[src/rtl/uart_tx_arbiter_if.sv]
// rtl/uart_tx_arbiter_if.sv - requester/transmitter handshake bundle for the UART TX arbiter
interface uart_tx_arbiter_if #(
  parameter int NREQ = 4
);
  logic [NREQ-1:0]   req;
  logic [8*NREQ-1:0] data;
  logic [NREQ-1:0]   last;
  logic [NREQ-1:0]   gnt;
  logic [NREQ-1:0]   ack;
  logic [7:0]        tx_data;
  logic              tx_start;
  logic              tx_busy;
  logic              busy;
  logic              err;

  modport master (
    output req, data, last, tx_busy,
    input  gnt, ack, tx_data, tx_start, busy, err
  );

  modport slave (
    input  req, data, last, tx_busy,
    output gnt, ack, tx_data, tx_start, busy, err
  );
endinterface

[src/rtl/uart_tx_arbiter.sv]
// rtl/uart_tx_arbiter.sv - round-robin arbiter sharing one UART transmitter, bounded bursts
module uart_tx_arbiter #(
  parameter int NREQ         = 4,
  parameter int MAX_BURST    = 16,
  parameter int BUSY_TIMEOUT = 15
) (
  input  logic               clk,
  input  logic               reset,
  uart_tx_arbiter_if.slave   bus
);
  localparam int IW = $clog2(NREQ);
  localparam logic [IW:0] NREQ_W = (IW+1)'(NREQ);

  typedef enum logic [1:0] {IDLE, SEND, WAIT_BUSY, WAIT_DONE} state_e;

  state_e          state_q, state_d;
  logic [NREQ-1:0] gnt_q, gnt_d;
  logic [IW-1:0]   win_q, win_d, ptr_q, ptr_d;
  logic [7:0]      tx_data_q, tx_data_d;
  logic [7:0]      cnt_q, cnt_d, tmo_q, tmo_d;
  logic            last_q, last_d, err_q, err_d;

  logic [NREQ-1:0] req_rot;
  logic            rr_found;
  logic [IW-1:0]   rr_off, rr_idx, ptr_nx;
  logic [IW:0]     rr_sum;
  logic [7:0]      rr_byte, win_byte;
  logic            rr_last, win_last, win_req;

  // Rotate so bit 0 is the requester at ptr; lowest set bit is the winner.
  always_comb begin
    req_rot  = NREQ'({bus.req, bus.req} >> ptr_q);
    rr_found = 1'b0;
    rr_off   = '0;
    for (int i = NREQ-1; i >= 0; i--) begin
      if (req_rot[i]) begin
        rr_found = 1'b1;
        rr_off   = IW'(i);
      end
    end
    rr_sum = {1'b0, ptr_q} + {1'b0, rr_off};
    rr_idx = (rr_sum >= NREQ_W) ? IW'(rr_sum - NREQ_W) : IW'(rr_sum);
    ptr_nx = (win_q == IW'(NREQ-1)) ? '0 : win_q + 1'b1;
  end

  always_comb begin
    rr_byte  = '0;
    rr_last  = 1'b0;
    win_byte = '0;
    win_last = 1'b0;
    win_req  = 1'b0;
    for (int i = 0; i < NREQ; i++) begin
      if (rr_idx == IW'(i)) begin
        rr_byte = bus.data[8*i +: 8];
        rr_last = bus.last[i];
      end
      if (win_q == IW'(i)) begin
        win_byte = bus.data[8*i +: 8];
        win_last = bus.last[i];
        win_req  = bus.req[i];
      end
    end
  end

  always_comb begin
    state_d   = state_q;
    gnt_d     = gnt_q;
    win_d     = win_q;
    ptr_d     = ptr_q;
    tx_data_d = tx_data_q;
    last_d    = last_q;
    cnt_d     = cnt_q;
    tmo_d     = tmo_q;
    err_d     = 1'b0;
    unique case (state_q)
      IDLE: begin
        if (rr_found) begin
          gnt_d     = {{(NREQ-1){1'b0}}, 1'b1} << rr_idx;
          win_d     = rr_idx;
          tx_data_d = rr_byte;
          last_d    = rr_last;
          cnt_d     = 8'd1;
          state_d   = SEND;
        end
      end
      SEND: begin
        tmo_d   = '0;
        state_d = WAIT_BUSY;
      end
      WAIT_BUSY: begin
        if (bus.tx_busy) begin
          state_d = WAIT_DONE;
        end else if (tmo_q + 8'd1 >= 8'(BUSY_TIMEOUT)) begin
          err_d   = 1'b1;
          gnt_d   = '0;
          ptr_d   = ptr_nx;
          state_d = IDLE;
        end else begin
          tmo_d = tmo_q + 8'd1;
        end
      end
      WAIT_DONE: begin
        if (!bus.tx_busy) begin
          if (!last_q && win_req && (cnt_q < 8'(MAX_BURST))) begin
            tx_data_d = win_byte;
            last_d    = win_last;
            cnt_d     = cnt_q + 8'd1;
            state_d   = SEND;
          end else begin
            gnt_d   = '0;
            ptr_d   = ptr_nx;
            state_d = IDLE;
          end
        end
      end
      default: state_d = IDLE;
    endcase
  end

  always_ff @(posedge clk or negedge reset) begin
    if (!reset) begin
      state_q   <= IDLE;
      gnt_q     <= '0;
      win_q     <= '0;
      ptr_q     <= '0;
      tx_data_q <= '0;
      last_q    <= 1'b0;
      cnt_q     <= '0;
      tmo_q     <= '0;
      err_q     <= 1'b0;
    end else begin
      state_q   <= state_d;
      gnt_q     <= gnt_d;
      win_q     <= win_d;
      ptr_q     <= ptr_d;
      tx_data_q <= tx_data_d;
      last_q    <= last_d;
      cnt_q     <= cnt_d;
      tmo_q     <= tmo_d;
      err_q     <= err_d;
    end
  end

  assign bus.gnt      = gnt_q;
  assign bus.tx_data  = tx_data_q;
  assign bus.tx_start = (state_q == SEND);
  assign bus.ack      = (state_q == SEND) ? gnt_q : '0;
  assign bus.busy     = (state_q != IDLE);
  assign bus.err      = err_q;
endmodule
[src/flat_wrapper.sv]
// flat-port wrapper written by rule: the top's interface ports become plain ports
module uart_tx_arbiter_flat 
#(
  parameter int NREQ         = 4,
  parameter int MAX_BURST    = 16,
  parameter int BUSY_TIMEOUT = 15
)
  (clk, reset, bus_req, bus_data, bus_last, bus_tx_busy, bus_gnt, bus_ack, bus_tx_data, bus_tx_start, bus_busy, bus_err);
  uart_tx_arbiter_if #(.NREQ(NREQ)) bus_i ();
  input  logic clk;
  input  logic reset;
  input wire logic [$bits(bus_i.req)-1:0] bus_req;
  input wire logic [$bits(bus_i.data)-1:0] bus_data;
  input wire logic [$bits(bus_i.last)-1:0] bus_last;
  input wire logic [$bits(bus_i.tx_busy)-1:0] bus_tx_busy;
  output wire logic [$bits(bus_i.gnt)-1:0] bus_gnt;
  output wire logic [$bits(bus_i.ack)-1:0] bus_ack;
  output wire logic [$bits(bus_i.tx_data)-1:0] bus_tx_data;
  output wire logic [$bits(bus_i.tx_start)-1:0] bus_tx_start;
  output wire logic [$bits(bus_i.busy)-1:0] bus_busy;
  output wire logic [$bits(bus_i.err)-1:0] bus_err;
  assign bus_i.req = bus_req;
  assign bus_i.data = bus_data;
  assign bus_i.last = bus_last;
  assign bus_i.tx_busy = bus_tx_busy;
  assign bus_gnt = bus_i.gnt;
  assign bus_ack = bus_i.ack;
  assign bus_tx_data = bus_i.tx_data;
  assign bus_tx_start = bus_i.tx_start;
  assign bus_busy = bus_i.busy;
  assign bus_err = bus_i.err;
  uart_tx_arbiter #(.NREQ(NREQ), .MAX_BURST(MAX_BURST), .BUSY_TIMEOUT(BUSY_TIMEOUT)) u_core (.clk(clk), .reset(reset), .bus(bus_i));
endmodule
[config.mk]
export PLATFORM = sky130hd
export DESIGN_NAME = uart_tx_arbiter_flat
export DESIGN_NICKNAME = d
export VERILOG_FILES = /design/src/rtl/uart_tx_arbiter_if.sv /design/src/rtl/uart_tx_arbiter.sv /design/src/flat_wrapper.sv
export SDC_FILE = /design/constraint.sdc
export NUM_CORES = 1
export LEC_CHECK = 0
export ABC_AREA = 0
export BUFFER_PORTS_ARGS = -buffer_cell sky130_fd_sc_hd__buf_2
export CORE_MARGIN = 10
export CORE_UTILIZATION = 50
export CTS_CLUSTER_DIAMETER = 50
export DETAILED_ROUTE_END_ITERATION = 16
export PLACE_DENSITY_LB_ADDON = 0.15
export SLEW_MARGIN = 20
export SYNTH_ARGS = -nofsm -noshare
export SYNTH_HDL_FRONTEND = slang
export SYNTH_SLANG_ARGS = --single-unit
[constraint.sdc]
create_clock -name clk -period 2.3 [get_ports clk]
set_clock_uncertainty 0.05 [all_clocks]
set_input_delay 0.575 -clock clk [delete_from_list [all_inputs] [get_ports clk]]
set_output_delay 0.575 -clock clk [all_outputs]
set_load 0.005 [all_outputs]
[Yosys cells after proc, flatten, opt, wreduce, memory -nomap -nowiden]
Cells that the tools add are included.
Storage, ports and cells
  memories kept: 0
  ROM bits: 0
  logic and storage cells: 119
  flip-flop bits (word level): 36
  bits in latches: 0
  bits in writable memories: 0
  input bits: 43
  output and inout port bits: 19
Operators by class
  multipliers: 0
  eq/ne operators: 17
  bitwise gates (word level): 0
  reductions and logical operators: 17
  add/sub/neg operators: 5
  mux-type cells: 66
  div/mod/pow operators: 0
  shift-type cells: 2
  magnitude comparators: 3
Operators with widths (count)
  $mux W8: 16
  $pmux W8 S2: 3
  $mux W2: 14
  $mux W4: 6
  $mux W1: 23
  $add A8 B1 Y8 const B: 2
  $eq A2 B2 Y1 const B: 6
  $pmux W4 S3: 1
  $ge A8 B4 Y1 const B: 1
  $lt A8 B5 Y1 const B: 1
  $ne A2 B2 Y1 const B: 4
  $pmux W2 S4: 1
  $reduce_bool A2 Y1: 4
  $shr A8 B2 Y4: 1
  $eq A2 B1 Y1 const B: 3
  $logic_not A2 Y1: 3
  $ne A2 B1 Y1 const B: 3
  $reduce_and A3 Y1: 2
  $reduce_and A6 Y1: 1
  $reduce_and A5 Y1: 1
  $pmux W2 S2: 1
  $reduce_and A4 Y1: 1
  $shl A1 B2 Y4 const A: 1
  $add A2 B2 Y3: 1
  other kinds (9): 10

[Depth between registers and ports, before layout]
Gate-level depths: netlist (run 1).
  word-level depth: 15
  depth in mapped cells: 12
  mapped depth without buffers: 10

[Worst setup path after synthesis (run 1)]
Ideal clock, no wire load.
  path type: in2reg
  from: input port bus_req[0]
  to: register u_core.tx_data_q[6], in the netlist u_core.bus.tx_data[6]
  required time: 2.119 ns
  path slack: -0.198 ns
  arrival: 2.317 ns
  cell stages on the path: 12
  path buffers: 2
  setup time: 0.131 ns
  cell sequence: buf_2 nand2b_1 a21oi_1 o22ai_1 nor2_1 a21oi_1 ha_1 xnor2_1 or2_2 clkbuf_2 o221ai_1 o21bai_1
Between the ends
  cells in the longest elaborated chain, start to end: 15
  elaborated cells between the ends (all ways): 32
  those cells by class: add/sub (2); order compare (1); eq/ne (5); shift (1); mux (19); reduce/logical (4)
RTL lines
  start: declaration: RTL line flat_wrapper.sv:12  | input wire logic [$bits(bus_i.req)-1:0] bus_req;
  $shr A8 B2 Y4: RTL line uart_tx_arbiter.sv:32  | req_rot = NREQ'({bus.req, bus.req} >> ptr_q);
  $mux W2 (4 in series): RTL line uart_tx_arbiter.sv:36  | if (req_rot[i]) begin
  $add A2 B2 Y3: RTL line uart_tx_arbiter.sv:41  | rr_sum = {1'b0, ptr_q} + {1'b0, rr_off};
  $ge A3 B3 Y1 / $sub A2 B1 Y2 (equally long branches): RTL line uart_tx_arbiter.sv:42  | rr_idx = (rr_sum >= NREQ_W) ? IW'(rr_sum - NREQ_W) : IW'(rr_sum);
  $mux W2: RTL line uart_tx_arbiter.sv:42
  $logic_not A2 Y1: RTL line uart_tx_arbiter.sv:53  | if (rr_idx == IW'(i)) begin
  $mux W8 (4 in series): RTL line uart_tx_arbiter.sv:53
  $mux W8: RTL line uart_tx_arbiter.sv:77  | if (rr_found) begin
  $pmux W8 S2: RTL line uart_tx_arbiter.sv:75  | unique case (state_q)
  end signal: assignment: RTL line uart_tx_arbiter.sv:136  | tx_data_q <= tx_data_d;
  end: declaration: RTL line uart_tx_arbiter.sv:19  | logic [7:0] tx_data_q, tx_data_d;
Several ways; a longest one is shown, not always the timed one. The select of a mux whose other input is x is not followed.
A chain may end at the register's enable or synchronous reset.

[Worst setup path in the final report (run 1)]
  from: register u_core.ptr_q[1]
  to: register u_core.gnt_q[3], in the netlist u_core.bus.gnt[3]
Between the ends
  cells in the longest elaborated chain, start to end: 11
  elaborated cells between the ends (all ways): 18
  those cells by class: add/sub (2); order compare (1); eq/ne (1); shift (2); mux (11); reduce/logical (1)
RTL lines
  start: declaration: RTL line uart_tx_arbiter.sv:18  | logic [IW-1:0] win_q, win_d, ptr_q, ptr_d;
  start signal: assignment: RTL line uart_tx_arbiter.sv:135  | ptr_q <= ptr_d;
  $shr A8 B2 Y4: RTL line uart_tx_arbiter.sv:32
  $mux W2 (4 in series): RTL line uart_tx_arbiter.sv:36
  $add A2 B2 Y3: RTL line uart_tx_arbiter.sv:41
  $ge A3 B3 Y1 / $sub A2 B1 Y2 (equally long branches): RTL line uart_tx_arbiter.sv:42
  $mux W2: RTL line uart_tx_arbiter.sv:42
  $shl A1 B2 Y4: RTL line uart_tx_arbiter.sv:78  | gnt_d = {{(NREQ-1){1'b0}}, 1'b1} << rr_idx;
  $mux W4: RTL line uart_tx_arbiter.sv:77
  $pmux W4 S3: RTL line uart_tx_arbiter.sv:75
  end signal: assignment: RTL line uart_tx_arbiter.sv:133  | gnt_q <= gnt_d;
  end: declaration: RTL line uart_tx_arbiter.sv:17  | logic [NREQ-1:0] gnt_q, gnt_d;
Several ways; a longest one is shown, not always the timed one. The select of a mux whose other input is x is not followed.

==> results of run 1 <==
==> area by class of cell <==
class / count / area [um2]
clock inverters: 2 / 35.0
inverters: 10 / 37.5
repair buffers: 99 / 653
well taps: 72 / 90.1
fillers: 459 / 1680
clock buffers: 6 / 72.6
multi-input cells: 245 / 2010
flip-flops and latches: 36 / 901
==> state kept, by name (all words and copies together) (netlist names) <==
register	cells
u_core.ptr_q	2
u_core.state_q	2
u_core.cnt_q	8
u_core.bus.tx_data	8
u_core.win_q	2
u_core.tmo_q	8
u_core.bus.gnt	4
u_core.last_q	1
u_core.bus.err	1
==> worst paths after layout <==
path	to	slack (ns)	cells past startpoint
hold / removal	u_core.tmo_q[5]$_DFFE_PN0P_	0.26	2
hold reg to reg	u_core.bus.gnt[0]$_DFFE_PN0P_	0.47	1
setup reg to reg	u_core.bus.gnt[3]$_DFFE_PN0P_	-0.0003	9
min in group clk	u_core.bus.gnt[0]$_DFFE_PN0P_	0.47	1
max in group asynchronous	u_core.bus.gnt[0]$_DFFE_PN0P_	1.62	2
setup / recovery	u_core.bus.gnt[3]$_DFFE_PN0P_	-0.0003	9
==> timing repair <==
action	CTS	global route
cloned	0	1
pin swaps	1	13
setup endpoints to repair	5	23
buffers inserted	0	2
resized for setup	1	44
==> cells by family after synthesis <==
group / Yosys count / share of synthesized area
buf+inv: 27 / 0.0464
xor+xnor: 5 / 0.0223
compound gates: 79 / 0.219
simple gates: 116 / 0.220
fa+ha+maj: 8 / 0.0357
flops: 36 / 0.321
mux: 37 / 0.136
==> metrics by stage <==
step           worst slack, ns  setup TNS, ns  std cells   util
3_5_place_dp            -0.252          -2.82        459  0.630
4_1_cts                0.00462              0        467  0.650
3_3_place_gp            -0.196          -2.29        459  0.630
5_1_grt                 -0.144          -1.24        470  0.694
6_report             -0.000320      -0.000320        470  0.694
2_1_floorplan         -0.00418        -0.0377        308      -
==> per-layer routing <==
| layer | vias up | share of wire | wire [um] | GRT usage |
|---|---|---|---|---|
| met4 | 0 | 0.014 | 116 | 0.0611 |
| met3 | 10 | 0.042 | 337 | 0.0412 |
| li1 | 1335 | - | - | - |
| met5 | - | 0 | 0 | 0 |
| met1 | 1313 | 0.44 | 3510 | 0.212 |
| met2 | 67 | 0.51 | 4070 | 0.304 |
==> critical path: stages (launching register included) <==
cell      delay (ns)
dfrtp_1         0.41
buf_4           0.18
nor3_1          0.23
a21oi_1         0.10
o311ai_4        0.35
buf_4           0.20
xnor2_4         0.09
buf_12          0.15
and3b_1         0.17
mux2_2          0.25
==> layout by cell type, fill, tap and decap left out, types with 6 or more instances in the layout <==
cell / n
o31ai_1: 9
buf_2: 60
nand3_1: 9
buf_4: 29
a21oi_1: 6
nor3_1: 6
o21ai_0: 8
o21bai_1: 8
dfrtp_1: 36
a221oi_1: 9
and3_1: 7
nor2_1: 21
nor2b_1: 16
o221ai_2: 10
inv_1: 10
buf_6: 6
nand2_1: 25
mux2i_1: 27
ha_1: 6
a22oi_2: 8
mux2_2: 8
==> power breakdown <==
part	switching, uW	internal [uW]	total (uW)
combinational	1600	1710	3310
clock	236	322	558
sequential	220	843	1060
==> results.toml, run 1 <==
[cells_and_area]
design_area_um2 = 3800
area_growth_pct = 35.3
antenna_cells = 0
drive_gt1_frac = 0.402
nets = 448

[die]
die_h_um = 94.9
num_io_pins = 62
design.die.area_um2 = 9010
start_util = 0.513
core-area_um2 = 5470
chipWidth_um = 94.9
num_rows = 27

[routing]
avgRoutedWirePerCell_um = 17.1
dr.pass1.iters = 4
viasPerCell = 5.80
ant_nets = 0
routed_wl_um = 8030
drcViolationCount = 0
route.vias.total = 2725
drt_iter0_markers = 153

[logic_synthesis]
syn_inst = 308
ys_ff_latch = 36
synth.top_cell.area_share = 0.321
synthTopCellsByArea = "dfrtp_1 (32%), mux2i_1 (10%), nor2b_1 (4.0%)"
yosys.cell_count.top_type = "dfrtp_1"
syn-num-nets = 359
synth_edf_count = 0
synth_cell_types = 53
ys.flop_type = "dfrtp_1"
ys_warn_count = 0
seq_area_frac_synth = 0.321
ys_async_sr_fraction = 1.00
synth_top_area_cell = "dfrtp_1"
synth_area_um2 = 2810
avgSynthCellArea_um2 = 9.11
synth_commonest_cells = "dfrtp_1 (36), mux2i_1 (29), nand2_1 (25)"

[timing]
layout_min_cycle_time_ns = 2.30
rsz0062_at_grt = "yes"
period_share = 1.00
finalHoldViolations = 0
slew_violations = 0
slew_headroom = 0.699
worst_pin_slew_ns = 0.452
finalSetupViolations = 1
fin_ws_ns = -0.000320
fmax_mhz = 435
hold_ws_ns = 0.259

[clocking]
cts_buffers = 5
cts_tree = "built"
clockBufferDepth = 2
cts_root_buf = "clkbuf_8"
clk_pin_slew_ns = 0.07
cts_hold_buffers = 0
clkLatencyLatePin_ns = 0.29
cts.sinks = 36
h-tree-depth = 2

[pwr]
ir_drop_uv = 918
p_total_uw = 4930
power.density_nw_per_um2 = 1300
p_leak_uw = 0.00172

[grt]
grt_first_pass_wirelength_um = 12900
grt_usage = 0.177
grt_max_degree = 37
grt_overflow_total = 0
antenna_found_initial = 0
first_global_vias = 2816

[critical_path]
critPathArrivalTime_ns = 2.43
end_kind = "register"
crit_type = "reg2reg"
required_ns = 2.43
critPathLaunch = "u_core.ptr_q[1]$_DFFE_PN0P_"
start_kind = "register"
worst-path-max-fanout = 9
reg2reg_from = "u_core.ptr_q[1]$_DFFE_PN0P_"

[placement]
io_buffer_count = 61
hpwlAfterDp_um = 5920
place_area_um2 = 3450
gp_congestion = 0.803

[status]
violations = "setup timing"
status = "finished with violations"

[run]
maxCapViolations = 0

[worst_hold_path]
min_path_type = "in2async"
No activity file was read; power rests on OpenSTA's default activity.
==> run 2: changes to the inputs <==
Settings changed: REMOVE_ABC_BUFFERS set to 1.
==> run 2 against run 1 <==
Against the previous run: the run now ends clean; design area fell by 1.8%; global-route usage up 0.21 points; cell count is 0.21% lower; setup slack gained 0.029 ns; power is 0.11% lower; sequential share of layout area up 0.47 points; first-iteration DRC count fell by 27%; die area stayed put; combinational power decreased by 1%; clock-buffer cell count down 1; routed wire length up 0.78%; non-clock buffer count down 1.
==> results.toml, run 2 (synthesized netlist as in run 1, its figures left out) <==
[status]
status = "complete, no violations"

[die]
die_h_um = 94.9
start_util = 0.513
num_io_pins = 62
chipWidth_um = 94.9
design.die.area_um2 = 9010
core-area_um2 = 5470
num_rows = 27

[routing]
ant_nets = 0
viasPerCell = 5.86
routed_wl_um = 8090
avgRoutedWirePerCell_um = 17.2
dr.pass1.iters = 5
drcViolationCount = 0
drt_iter0_markers = 111
route.vias.total = 2749

[critical_path]
crit_top_cell = "xnor2_4"
start_kind = "register"
slowest_delay_ns = 0.42
end_kind = "register"
required_ns = 2.44
critPathArrivalTime_ns = 2.41
worst-path-max-fanout = 6
crit_type = "reg2reg"
path_cells = "nand2b_4, a2bb2oi_2, nor2_1, a21oi_1, a21oi_2, ha_4, xnor2_4, xnor2_4, buf_4, mux2i_2, o21bai_1"
cp_slowest_cell = "dfrtp_1"

[clocking]
clockBufferDepth = 2
clk_pin_slew_ns = 0.08
cts_root_buf = "clkbuf_8"
cts_tree = "built"
h-tree-depth = 2
cts_buffers = 5
cts.sinks = 36
clkLatencyLatePin_ns = 0.30

[cells_and_area]
antenna_cells = 0
seq_area_um2 = 902
design_area_um2 = 3730
fin_util = 0.681
area_growth_pct = 32.8
mostFrequentLayoutCell = "buf_2"
nets = 447
multi_input_area_um2 = 1950
instances_no_fill = 469
n_fill_cell = 443
final_cell_mix = "buf_2 (60), dfrtp_1 (35), buf_4 (29), mux2i_1 (27), nand2_1 (25)"
drive_gt1_frac = 0.380

[timing]
slew_headroom = 0.462
layout_min_cycle_time_ns = 2.27
worst_pin_slew_ns = 0.808
finalHoldViolations = 0
period_share = 0.988
fin_ws_ns = 0.0284
slew_violations = 0
finalSetupViolations = 0
fmax_mhz = 440
rsz0062_at_grt = "yes"

[worst_hold_path]
min_path_type = "in2async"

[placement]
placedCellCount = 457
place_area_um2 = 3400
gp_congestion = 0.900
io_buffer_count = 61
hpwlAfterDp_um = 6020
pre_cts_ws_ns = -0.456

[run]
maxCapViolations = 0

[grt]
grt_overflow_total = 0
grt_max_degree = 37
antenna_found_initial = 0
grt_first_pass_wirelength_um = 13100
grt_usage = 0.179
first_global_vias = 2813

[pwr]
power.density_nw_per_um2 = 1320
ir_drop_uv = 595
p_total_uw = 4920
p_leak_uw = 0.00171
run 2: cell count changes in the layout (fill, tap and decap cells not counted), moves of 4 or more:
cell      before  now
o221ai_1       1    9
o221ai_2      10    2
a22oi_1        1    6
a22oi_2        8    3
a221oi_1       9    5
a221oi_2       0    4
run 2: layout make-up:
type / count / area share
timing repair buffer: 98 / 0.170
sequential: 36 / 0.242
tap: 72 / 0.0242
clock buffer: 5 / 0.0185
inverter: 10 / 0.0101
multi-input combinational: 245 / 0.524
clock inverter: 3 / 0.0114
run 2: report_power, final:
group	leakage (uW)	switching, uW	internal, uW	total [uW]
Sequential	0.000465	227	844	1070
Combinational	0.00119	1550	1720	3270
Clock	0.0000541	259	321	580
run 2: routing by layer:
metal	routed length, um	track usage
met1	3450	0.222
met2	4090	0.303
met3	460	0.0285
met4	89	0.0723
met5	0	0
run 2: per-stage QoR:
stage	hold slack (ns)	setup TNS (ns)
finish	0.304	0
global route	0.368	-0.455
CTS	0.330	0
detailed placement	0.458	-5.16
global placement	0.446	-3.94
floorplan	0.229	-27.22
run 2: repair_timing:
action	in CTS	in global routing
hold buffers	0	0
resized for setup	12	28
setup buffers	2	3
pin swaps	3	10
endpoints found under the setup margin	13	20
run 2: final timing paths:
path	from	endpoint	slack, ns	depth (start not counted)
max in group asynchronous	reset	u_core.win_q[0]$_DFFE_PN0P_	1.34	1
min reg2reg	u_core.bus.gnt[2]$_DFFE_PN0P_	u_core.bus.gnt[2]$_DFFE_PN0P_	0.48	1
min in group clk	u_core.bus.gnt[2]$_DFFE_PN0P_	u_core.bus.gnt[2]$_DFFE_PN0P_	0.48	1
max reg2reg	u_core.ptr_q[1]$_DFFE_PN0P_	u_core.bus.tx_data[3]$_DFFE_PN0P_	0.03	11
min	reset	u_core.tmo_q[3]$_DFFE_PN0P_	0.30	1
max	u_core.ptr_q[1]$_DFFE_PN0P_	u_core.bus.tx_data[3]$_DFFE_PN0P_	0.03	11
run 2: worst max-delay path: cells and delay by family, from the launching register on:
kind / cells / cell delay, ns
AOI/OAI and AO/OA: 4 / 0.48
xor gates and xnor gates: 2 / 0.42
adders and majority gates: 1 / 0.19
buffers and inverters: 1 / 0.18
DFF: 1 / 0.42
muxes: 1 / 0.22
and+or+nand+nor: 2 / 0.21
==> run 3: changes to the inputs <==
Settings changed: ABC_AREA 0 to 1, SETUP_SLACK_MARGIN set to 0.2.
==> run 3 against run 2 <==
Against the previous run: power increased by 19%; routed wire length decreased by 0.63%; register-to-register slack about the same; cell count increased by 24%; largest cell class unchanged; highest routed layer unchanged; design area decreased by 4.6%; global-route usage decreased by 0.36 points; clock power decreased by 3.6%; critical path type unchanged; via count increased by 10%; combinational power increased by 31%.
==> results.toml, run 3 <==
[critical_path]
crit_type = "reg2reg"
critPathArrivalTime_ns = 2.41
start_kind = "register"
worst-path-max-fanout = 9
reg2regPathDepth = 16
r2r_slack_ns = 0.03
required_ns = 2.43
end_kind = "register"

[timing]
finalSetupViolations = 0
slew_headroom = 0.703
fin_ws_ns = 0.0282
worst_pin_slew_ns = 0.446
slew_violations = 0
fmax_mhz = 440
layout_min_cycle_time_ns = 2.27
rsz0062_at_grt = "yes"
period_share = 0.988
finalHoldViolations = 0
finalSetupTns_ns = 0

[routing]
drt_iter0_markers = 201
ant_nets = 0
drcViolationCount = 0
viasPerCell = 5.21
route.vias.total = 3026
routed.top_layer = "met4"
avgRoutedWirePerCell_um = 13.8
routed_wl_um = 8040
dr.pass1.iters = 4
wl_met2_um = 4020
drt-met1-wl_um = 3240
wl_met3_um = 700

[die]
num_io_pins = 62
chipWidth_um = 96.2
num_rows = 27
design.die.area_um2 = 9260
core-area_um2 = 5570
start_util = 0.521
die_h_um = 96.2

[logic_synthesis]
synth_cell_types = 34
synth.top_cell.area_share = 0.310
avgSynthCellArea_um2 = 6.71
synth_area_um2 = 2910
seq_area_frac_synth = 0.310
ys.flop_type = "dfrtp_1"
ys_async_sr_fraction = 1.00
synth_top_area_cell = "dfrtp_1"
synthTopCellsByArea = "dfrtp_1 (31%), nand2_1 (14%), inv_1 (6.6%)"
ys_warn_count = 0
ys_ff_latch = 36
syn_inst = 433
yosys.cell_count.top_type = "nand2_1"
synth_edf_count = 0
synth_commonest_cells = "nand2_1 (109), inv_1 (51), dfrtp_1 (36)"

[clocking]
h-tree-depth = 2
cts.sinks = 36
cts_buffers = 5
clkLatencyLatePin_ns = 0.29
cts_root_buf = "clkbuf_8"
cts_tree = "built"
clockBufferDepth = 2
cts_hold_buffers = 0
clk_pin_slew_ns = 0.07

[placement]
gp_congestion = 0.891
pre_cts_ws_ns = -0.259
io_buffer_count = 61
hpwlAfterDp_um = 5990

[pwr]
power.density_nw_per_um2 = 1650
p_leak_uw = 0.00193
ir_drop_uv = 786

[cells_and_area]
antenna_cells = 0
final_cell_mix = "nand2_1 (108), buf_2 (61), inv_1 (51), nand3_1 (34), dfrtp_1 (34)"
fin_util = 0.638
nets = 559
area_growth_pct = 22.3
mostFrequentLayoutCell = "nand2_1"
drive_gt1_frac = 0.273

[grt]
first_global_vias = 2923
grt_usage = 0.176
grt_overflow_total = 0
antenna_found_initial = 0
grt_first_pass_wirelength_um = 13200
grt_max_degree = 26

[run]
maxCapViolations = 0

[status]
status = "complete, no violations"

[worst_hold_path]
min_path_type = "in2async"
[run 3: cell count changes in the layout (fill, tap and decap cells not counted), moves of 14 or more]
cell	change
inv_1	+42
nand3_1	+24
a21oi_1	+15
inv_2	+14
mux2i_1	-27
nor2b_1	-17
nand4_1	+14
nand2_1	+83
[run 3: power breakdown]
part	switching, uW	internal (uW)
logic	2660	1640
clock network	237	322
registers	168	843
[run 3: repair_timing]
item	4_1_cts	5_1_grt
endpoints found under the hold margin	0	0
endpoints found under the setup margin	18	22
setup buffers	2	1
pin swaps	1	2
gates resized for setup	7	5
[run 3: final cells by class]
| class | count | area (um2) |
|---|---|---|
| Sequential cell | 36 | 903 |
| Clock buffer | 6 | 72.6 |
| Fill cell | 508 | 2020 |
| Tap cell | 72 | 90.1 |
| Timing Repair Buffer | 86 | 526 |
| Clock inverter | 2 | 35.0 |
| Multi-Input combinational cell | 302 | 1640 |
| Inverter | 77 | 292 |
[run 3: kinds of logic after synthesis]
logic type               Yosys count  synth area share
flip-flops                        36             0.310
adder cells (fa/ha/maj)            8            0.0344
AO/OA/AOI/OAI                     69             0.136
buffers and inverters             95             0.137
AND/OR/NAND/NOR                  221             0.371
XOR/XNOR                           4            0.0121
[run 3: per-stage QoR]
step	hold slack (ns)	instance area, um2	total power (uW)	cells
6_report	0.166	3550	5880	581
5_1_grt	0.185	3550	6490	581
4_1_cts	0.173	3530	5820	580
3_5_place_dp	0.405	3390	5130	570
3_3_place_gp	0.403	3390	5070	570
2_1_floorplan	0.229	2800	3770	415
[run 3: routing by layer]
metal	vias to the layer above	track usage
li1	1544	-
met1	1382	0.205
met2	90	0.313
met3	10	0.0381
met4	0	0.0504
met5	-	0
[run 3: worst paths after layout]
| path | startpoint | endpoint |
|---|---|---|
| max | u_core.ptr_q[1]$_DFFE_PN0P_ | u_core.bus.tx_data[6]$_DFFE_PN0P_ |
| min | reset | u_core.tmo_q[0]$_DFFE_PN0P_ |
| max reg2reg | u_core.ptr_q[1]$_DFFE_PN0P_ | u_core.bus.tx_data[6]$_DFFE_PN0P_ |
| min reg2reg | u_core.cnt_q[6]$_DFFE_PN0P_ | u_core.cnt_q[6]$_DFFE_PN0P_ |
| max in group asynchronous | reset | u_core.bus.tx_data[5]$_DFFE_PN0P_ |
| min in group clk | u_core.cnt_q[6]$_DFFE_PN0P_ | u_core.cnt_q[6]$_DFFE_PN0P_ |
[run 3: critical path, cell delays in order (launching register included)]
cell	delay (ns)
dfrtp_2	0.46
inv_2	0.11
nand3_1	0.10
nand2_2	0.07
nand3_1	0.06
a21boi_1	0.15
ha_1	0.18
xor2_1	0.15
buf_4	0.15
inv_2	0.04
nand3_4	0.12
buf_6	0.16
nand3_1	0.08
nand2_1	0.07
nand3_1	0.08
nand2_1	0.09
a21oi_2	0.05
